`config.mk`:
```
export PLATFORM = sky130hd
export DESIGN_NAME = cordic_phase_gen_flat
export DESIGN_NICKNAME = d
export VERILOG_FILES = /design/src/rtl/cordic_phase_gen_if.sv /design/src/rtl/cordic_phase_gen.sv /design/src/flat_wrapper.sv
export SDC_FILE = /design/constraint.sdc
export NUM_CORES = 1
export LEC_CHECK = 0
export CAP_MARGIN = 20
export CORE_UTILIZATION = 45
export DETAILED_ROUTE_END_ITERATION = 16
export PLACE_DENSITY_LB_ADDON = 0.05
export REMOVE_ABC_BUFFERS = 1
export SETUP_SLACK_MARGIN = 0.02
export SYNTH_ARGS = -nofsm -noshare
export SYNTH_HDL_FRONTEND = slang
export SYNTH_SLANG_ARGS = --single-unit
```
`constraint.sdc`:
```
create_clock -name clk -period 3.5 [get_ports clk]
set_input_delay 0.35 -clock clk [delete_from_list [all_inputs] [get_ports clk]]
set_output_delay 0.35 -clock clk [all_outputs]
set_load 0.02 [all_outputs]
```
`src/rtl/cordic_phase_gen_if.sv`:
```
// Control/data bundle between the phase generator and its neighbours.
// slave: generator side. master: the controller or testbench driving it.
interface cordic_phase_gen_if;
  logic               start_in;
  logic               stop_in;
  logic signed [19:0] init_phase_in;
  logic signed [19:0] step_in;
  logic        [15:0] count_in;
  logic        [7:0]  rate_div_in;
  logic signed [19:0] data_out;
  logic               enable_out;
  logic               busy_out;
  logic               done_out;

  modport slave (
    input  start_in, stop_in, init_phase_in, step_in, count_in, rate_div_in,
    output data_out, enable_out, busy_out, done_out
  );

  modport master (
    output start_in, stop_in, init_phase_in, step_in, count_in, rate_div_in,
    input  data_out, enable_out, busy_out, done_out
  );
endinterface

```
`src/rtl/cordic_phase_gen.sv`:
```
// Paced burst of wrapped sfix20_En12 phase samples feeding the CORDIC rotator.
// Every output is a flop; next-state logic lives in one always_comb.
module cordic_phase_gen #(
  parameter int PI_Q     = 12868,
  parameter int TWO_PI_Q = 25736
) (
  input  logic              clk,
  input  logic              reset,
  cordic_phase_gen_if.slave bus
);

  typedef enum logic [1:0] {IDLE, RUN, DONE} state_e;

  localparam logic signed [20:0] PI_S      = 21'(PI_Q);
  localparam logic signed [20:0] PI_M1     = 21'(PI_Q - 1);
  localparam logic signed [20:0] NEG_PI    = -PI_S;
  localparam logic signed [20:0] NEG_PI_M1 = -PI_M1;
  localparam logic signed [20:0] TWO_PI_S  = 21'(TWO_PI_Q);

  state_e             state_q, state_d;
  logic signed [19:0] phase_q, phase_d;
  logic signed [19:0] step_q, step_d;
  logic        [15:0] remain_q, remain_d;
  logic        [7:0]  rate_q, rate_d;
  logic        [7:0]  div_cnt_q, div_cnt_d;
  logic signed [19:0] data_q, data_d;
  logic               enable_q, enable_d;
  logic               busy_q, busy_d;
  logic               done_q, done_d;

  logic signed [20:0] init_ext, step_ext, sum;
  logic signed [19:0] init_sat, step_sat, phase_next;

  // Input clamps keep |step| < pi so a single wrap correction always suffices.
  always_comb begin
    init_ext = {bus.init_phase_in[19], bus.init_phase_in};
    step_ext = {bus.step_in[19], bus.step_in};

    if (init_ext > PI_M1)       init_sat = 20'(PI_M1);
    else if (init_ext < NEG_PI) init_sat = 20'(NEG_PI);
    else                        init_sat = 20'(init_ext);

    if (step_ext > PI_M1)          step_sat = 20'(PI_M1);
    else if (step_ext < NEG_PI_M1) step_sat = 20'(NEG_PI_M1);
    else                           step_sat = 20'(step_ext);

    sum = {phase_q[19], phase_q} + {step_q[19], step_q};
    if (sum >= PI_S)        phase_next = 20'(sum - TWO_PI_S);
    else if (sum < NEG_PI)  phase_next = 20'(sum + TWO_PI_S);
    else                    phase_next = 20'(sum);
  end

  // NOTE: every _d gets a default before the case so no path infers a latch.
  always_comb begin
    state_d   = state_q;
    phase_d   = phase_q;
    step_d    = step_q;
    remain_d  = remain_q;
    rate_d    = rate_q;
    div_cnt_d = div_cnt_q;
    data_d    = data_q;
    busy_d    = busy_q;
    enable_d  = 1'b0;
    done_d    = 1'b0;

    case (state_q)
      IDLE: begin
        if (bus.start_in) begin
          state_d   = RUN;
          busy_d    = 1'b1;
          phase_d   = init_sat;
          step_d    = step_sat;
          remain_d  = bus.count_in;
          rate_d    = bus.rate_div_in;
          div_cnt_d = '0;
        end
      end
      RUN: begin
        if (bus.stop_in) begin
          state_d = IDLE;
          busy_d  = 1'b0;
        end else if (remain_q == '0) begin
          state_d = DONE;
          busy_d  = 1'b0;
          done_d  = 1'b1;
        end else if (div_cnt_q == '0) begin
          data_d    = phase_q;
          enable_d  = 1'b1;
          phase_d   = phase_next;
          remain_d  = remain_q - 16'd1;
          div_cnt_d = rate_q;
        end else begin
          div_cnt_d = div_cnt_q - 8'd1;
        end
      end
      DONE:    state_d = IDLE;
      default: state_d = IDLE;
    endcase
  end

  // NOTE: sequential state uses non-blocking assignment only; reset is sampled on the edge.
  always_ff @(posedge clk) begin
    if (reset) begin
      state_q   <= IDLE;
      phase_q   <= '0;
      step_q    <= '0;
      remain_q  <= '0;
      rate_q    <= '0;
      div_cnt_q <= '0;
      data_q    <= '0;
      enable_q  <= 1'b0;
      busy_q    <= 1'b0;
      done_q    <= 1'b0;
    end else begin
      state_q   <= state_d;
      phase_q   <= phase_d;
      step_q    <= step_d;
      remain_q  <= remain_d;
      rate_q    <= rate_d;
      div_cnt_q <= div_cnt_d;
      data_q    <= data_d;
      enable_q  <= enable_d;
      busy_q    <= busy_d;
      done_q    <= done_d;
    end
  end

  assign bus.data_out   = data_q;
  assign bus.enable_out = enable_q;
  assign bus.busy_out   = busy_q;
  assign bus.done_out   = done_q;

endmodule
```
`src/flat_wrapper.sv`:
```
// flat-port wrapper written by rule: the top's interface ports become plain ports
module cordic_phase_gen_flat 
#(
  parameter int PI_Q     = 12868,
  parameter int TWO_PI_Q = 25736
)
  (clk, reset, bus_start_in, bus_stop_in, bus_init_phase_in, bus_step_in, bus_count_in, bus_rate_div_in, bus_data_out, bus_enable_out, bus_busy_out, bus_done_out);
  cordic_phase_gen_if bus_i ();
  input  logic clk;
  input  logic reset;
  input wire logic [$bits(bus_i.start_in)-1:0] bus_start_in;
  input wire logic [$bits(bus_i.stop_in)-1:0] bus_stop_in;
  input wire logic [$bits(bus_i.init_phase_in)-1:0] bus_init_phase_in;
  input wire logic [$bits(bus_i.step_in)-1:0] bus_step_in;
  input wire logic [$bits(bus_i.count_in)-1:0] bus_count_in;
  input wire logic [$bits(bus_i.rate_div_in)-1:0] bus_rate_div_in;
  output wire logic [$bits(bus_i.data_out)-1:0] bus_data_out;
  output wire logic [$bits(bus_i.enable_out)-1:0] bus_enable_out;
  output wire logic [$bits(bus_i.busy_out)-1:0] bus_busy_out;
  output wire logic [$bits(bus_i.done_out)-1:0] bus_done_out;
  assign bus_i.start_in = bus_start_in;
  assign bus_i.stop_in = bus_stop_in;
  assign bus_i.init_phase_in = bus_init_phase_in;
  assign bus_i.step_in = bus_step_in;
  assign bus_i.count_in = bus_count_in;
  assign bus_i.rate_div_in = bus_rate_div_in;
  assign bus_data_out = bus_i.data_out;
  assign bus_enable_out = bus_i.enable_out;
  assign bus_busy_out = bus_i.busy_out;
  assign bus_done_out = bus_i.done_out;
  cordic_phase_gen #(.PI_Q(PI_Q), .TWO_PI_Q(TWO_PI_Q)) u_core (.clk(clk), .reset(reset), .bus(bus_i));
endmodule
```
Word-level counts from Yosys, hierarchy flattened
Index checks and enable logic that the tools add are counted.
- flip-flop bits (word level): 97
- bits of input ports: 68
- logic and storage cells: 73
- add/sub/neg operators: 5
- magnitude comparators: 6
- equality and inequality tests: 6
- mux-type cells: 31
- bitwise logic cells: 3
- reduce and logical (&&, ||, !) cells: 12
- operators with widths (cell ; count):
    two-way mux 20 bit ; 10
    two-way mux 16 bit ; 4
    greater-than comparator 20 x 15 -> 1 bit, second input constant ; 2
    < comparator 20 x 15 -> 1 bit, second input constant ; 2
    case mux 20 bit (2 select lines) ; 1
    two-way mux 8 bit ; 4
    case mux 16 bit (2 select lines) ; 1
    adder 20 x 20 -> 21 bit ; 1
    greater-or-equal comparator 21 x 15 -> 1 bit, second input constant ; 1
    < comparator 21 x 15 -> 1 bit, second input constant ; 1
    adder 20 x 16 -> 20 bit, second input constant ; 1
    subtractor 20 x 16 -> 20 bit, second input constant ; 1
    logical NOT 16 bit ; 1
    case mux 8 bit (2 select lines) ; 1
    subtractor 16 x 1 -> 16 bit, second input constant ; 1
    logical NOT 8 bit ; 1
    AND reduction 4 bit ; 2
    subtractor 8 x 1 -> 8 bit, second input constant ; 1
    two-way mux 2 bit ; 3
    inequality test 2 bit, second input constant ; 3
    two-way mux 1 bit ; 5
    AND reduction 5 bit ; 1
    case mux 2 bit (2 select lines) ; 1
    AND reduction 2 bit ; 2
    other kinds (10) ; 12

Depth between registers and ports, before layout
- depth after elaboration: 8
- depth in mapped cells: 17

Worst setup path before layout
No wires, ideal clock.
- path kind: flip-flop to flip-flop
- start point: reg u_core.phase_q[0]
- end point: reg u_core.phase_q[19]
- library setup time: 91 ps
- data arrival time: 3623 ps
- required time: 3409 ps
- slack: -214 ps
- cell stages (with the launch flop): 16
- period minus slack after synthesis: 3714 ps
- cells stage by stage: dfxtp_1 -> ha_1 -> inv_1 -> fa_1 -> nor2b_1 -> o21a_1 -> xor2_1 -> inv_1 -> ha_1 -> a21oi_1 -> a311oi_1 -> o311a_1 -> o31ai_4 -> nor3_1 -> or4_1 -> a311oi_1
- longest elaborated chain between the ends: 8
- ends and longest elaborated chain (item ; RTL line ; RTL):
    from (decl) ; cordic_phase_gen.sv:21 ; logic signed [19:0] phase_q, phase_d;
    from (signal assigned) ; cordic_phase_gen.sv:116 ; phase_q <= phase_d;
    adder 20 x 20 -> 21 bit * ; cordic_phase_gen.sv:47 ; sum = {phase_q[19], phase_q} + {step_q[19], step_q};
    adder 20 x 16 -> 20 bit / < comparator 21 x 15 -> 1 bit (equally long branches) ; cordic_phase_gen.sv:49 ; else if (sum < NEG_PI) phase_next = 20'(sum + TWO_PI_S);
    two-way mux 20 bit ; cordic_phase_gen.sv:49 ;
    two-way mux 20 bit * ; cordic_phase_gen.sv:48 ; if (sum >= PI_S) phase_next = 20'(sum - TWO_PI_S);
    two-way mux 20 bit * ; cordic_phase_gen.sv:86 ; end else if (div_cnt_q == '0) begin
    two-way mux 20 bit * ; cordic_phase_gen.sv:82 ; end else if (remain_q == '0) begin
    two-way mux 20 bit * ; cordic_phase_gen.sv:79 ; if (bus.stop_in) begin
    case mux 20 bit (2 select lines) * ; cordic_phase_gen.sv:66 ; case (state_q)
Mark *: on every way between the ends. The rest lies on a longest branch, timed or not. The select of a mux whose other input is x is not followed.
A chain may end at the register's enable or synchronous reset.

Final worst setup path
- start point: reg u_core.phase_q[0]
- end point: reg u_core.phase_q[9]
The elaborated chain is that of the path after synthesis.

==> flow_metrics.tcl <==
set metrics [dict create \
    period_needed_ns 3.59 \
    grt_pass1_wl_um 37100 \
    swShare 0.368 \
    drc 0 \
    final_nets 1197 \
    diodes 0 \
    pwr-share-seq 0.282 \
    io_buffers 90 \
    grt_start_max_net_pins 64 \
    synthCells 924 \
    die_area_um2 15500 \
    cap_violations 0 \
    die_y_um 124 \
    p_leak_uw 0.00372 \
    dr.pass1.iters 5 \
    rsz0062_at_grt "yes" \
    rrSetupSlack_ns -0.09 \
    cts_buffer_depth 2 \
    synthToLayoutAreaGrowth_pct 41.4 \
    p_int_uw 2870 \
    synth_area_leader_cell "dfxtp_1" \
    numCtsBuffers 9 \
    worstSetupPathType "register to register" \
    ys_types 78 \
    outcome "complete, but fails checks" \
    synth_common_cells "nand2_1, a21oi_1, dfxtp_1, nor2_1, o21ai_0" \
    violations "negative setup slack" \
    grt_use_total 0.299 \
    postRouteWirelength_um 23600 \
    finalHoldViolCount 0 \
    fillCellCount 1287 \
    setup_viol 9 \
    design_area_um2 9550 \
    cts_sinks 97 \
    avgSynthCellArea_um2 7.31 \
    cp_max_fo 7 \
    clock_latency_ns 0.36 \
    ys.flop_type "dfxtp_1" \
    max_slew_margin 0.476 \
    finalMaxSlewViolations 0 \
    post_drt_via_cell_ratio 6.00 \
    hp-class "register to register" \
    coreArea_um2 14600 \
    cts-root-buf "clkbuf_16" \
    power.switching_uw 1670 \
    tritoncts "done" \
    fin_tns_setup_ns -0.322 \
    vias 7726 \
    dp_worst_setup_slack_ns -0.141 \
    clk_pin_slew_ns 0.07 \
    synth_top_area_share 0.288 \
    routabilityCongestion 0.946 \
    cts_hold_buf 0 \
    die_w_um 124 \
    post_dp_cell_area_um2 8640 \
    synthTopCellsByArea "dfxtp_1, a21oi_1, nand2_1" \
    p_per_area_nw_per_um2 475 \
    antenna_found_initial 0 \
    p_total_uw 4540 \
    end_kind "register" \
    fin_skew_ns 0.00858 \
    drive_gt1_frac 0.222 \
    startpoint_type "register" \
    avgRoutedWirePerCell_um 18.3 \
    synth_enable_flop_cells 0 \
    power_frac_clock 0.260 \
    synthArstFlopShare 0 \
    fin_util 0.655 \
    ir_drop_mv 0.296 \
    drtIter0Drc 535 \
    arrival_ns 3.86 \
    start_util 0.463 \
    ioPinCount 91 \
    htree_levels 3 \
    rows 44 \
    ys_ff_latch 97 \
    dpl.hpwl_um 17200 \
    grt_pass1_vias 7026 \
    grt_overflow 0 \
    fmax_mhz 279 \
    required_ns 3.77 \
    tightest_slew_ns 0.787 \
    synth_area_um2 6750 \
    finalCritPeriodShare 1.02 \
    worst_slack_ns -0.0864 \
    pwr-share-comb 0.458 \
    synth_warnings 0 \
    ant_nets 0 \
    synth_most_common_cell "nand2_1" \
    yosysSeqAreaShare 0.288 \
]
-- sequential cells by signal, indices dropped and copies added, names as in the netlist --
register	cells
u_core.div_cnt_q	8
u_core.step_q	20
u_core.bus.data_out	20
u_core.phase_q	20
u_core.bus.done_out	1
u_core.bus.enable_out	1
u_core.state_q	2
u_core.remain_q	16
u_core.rate_q	8
u_core.bus.busy_out	1
-- final cells by class --
class / count / area, um2 / area share
multi-input cells: 745 / 4970 / 0.521
clock buffers: 9 / 225 / 0.0236
inverters: 23 / 86.3 / 0.00904
clock inverters: 6 / 113 / 0.0118
well taps: 184 / 230 / 0.0241
repair buffers: 224 / 1970 / 0.207
flip-flops and latches: 97 / 1950 / 0.204
-- through the flow --
| step | instances | hold WS (ns) |
|---|---|---|
| floorplan | 865 | 0.419 |
| global placement | 1265 | 0.443 |
| detailed placement | 1265 | 0.445 |
| CTS | 1282 | 0.455 |
| global route | 1288 | 0.471 |
| finish | 1288 | 0.453 |
-- timing repair --
item | 4_1_cts | 5_1_grt
setup buffers | 3 | 5
setup endpoints to repair | 17 | 17
pin swaps | 28 | 15
gates cloned | 0 | 1
gates resized for setup | 51 | 43
-- worst paths after layout --
path / start / endpoint / cells past startpoint
worst max register to register: u_core.phase_q[0]$_SDFFE_PP0P_ / u_core.phase_q[9]$_SDFFE_PP0P_ / 18
worst min-delay path: u_core.bus.data_out[10]$_SDFFE_PP0P_ / u_core.bus.data_out[10]$_SDFFE_PP0P_ / 2
worst min register to register: u_core.bus.data_out[10]$_SDFFE_PP0P_ / u_core.bus.data_out[10]$_SDFFE_PP0P_ / 2
worst max-delay path: u_core.phase_q[0]$_SDFFE_PP0P_ / u_core.phase_q[9]$_SDFFE_PP0P_ / 18
-- critical path: stages, from the launching register on --
cell and delay, ns:
dfxtp_2 0.36, ha_4 0.14, inv_2 0.04, fa_2 0.36, nor2b_2 0.14, o21a_1 0.17, xor2_1 0.23, buf_4 0.18
ha_4 0.14, a311oi_2 0.10, o31ai_2 0.30, a311oi_4 0.16, o41ai_4 0.35, buf_6 0.19, buf_12 0.13, buf_4 0.11
o22ai_2 0.08, xor2_1 0.14, a211oi_1 0.19
-- cell families after synthesis --
| family | count (synthesis) | synth area share |
|---|---|---|
| mux | 7 | 0.0106 |
| fa+ha+maj | 29 | 0.0549 |
| compound gates | 340 | 0.331 |
| flops | 97 | 0.288 |
| simple gates | 353 | 0.245 |
| xor+xnor | 16 | 0.0208 |
| buf+inv | 82 | 0.0502 |
-- metal layers --
layer  share of wire  vias up  routed length [um]  GRT usage
li1                -     3785                   -          -
met5               0        -                   0          0
met3           0.056       38                1320     0.0554
met1            0.45     3613               10500      0.395
met2            0.47      290               11000      0.484
met4           0.031        0                 727      0.106
-- power groups by stage --
stage               sequential [uW]  clock (uW)  combinational (uW)
finish                         1280        1180                2080
global route                   1290        1230                2250
CTS                            1280        1190                1910
detailed placement             1300           0                1760
global placement               1300           0                1760
floorplan                      1280           0                 979
-- placed cells by master, fill, tap and decap left out, types with 6 or more instances in the layout --
| cell | synthesis | final |
|---|---|---|
| o21a_1 | 6 | 6 |
| dfxtp_1 | 97 | 94 |
| a21o_1 | 12 | 11 |
| o21ai_0 | 50 | 47 |
| inv_1 | 23 | 21 |
| nand2_1 | 139 | 135 |
| nor3_1 | 32 | 29 |
| nand4_1 | 6 | 6 |
| buf_4 | 3 | 127 |
| ha_1 | 28 | 18 |
| mux2i_1 | 6 | 6 |
| ha_4 | 0 | 8 |
| clkbuf_16 | 0 | 10 |
| a21oi_1 | 111 | 105 |
| clkdlybuf4s50_1 | 0 | 89 |
| and2_1 | 7 | 7 |
| nor4_1 | 11 | 10 |
| and4_1 | 6 | 6 |
| or3_1 | 11 | 9 |
| nand2b_1 | 7 | 7 |
| a211oi_1 | 28 | 23 |
| o211ai_1 | 24 | 24 |
| nand3_1 | 19 | 18 |
| a31oi_1 | 9 | 8 |
| o22ai_2 | 0 | 8 |
| o21ai_1 | 5 | 6 |
| a211o_1 | 7 | 7 |
| xnor2_1 | 10 | 8 |
| nor2_1 | 83 | 82 |
Power figures use the tool's default switching activity.
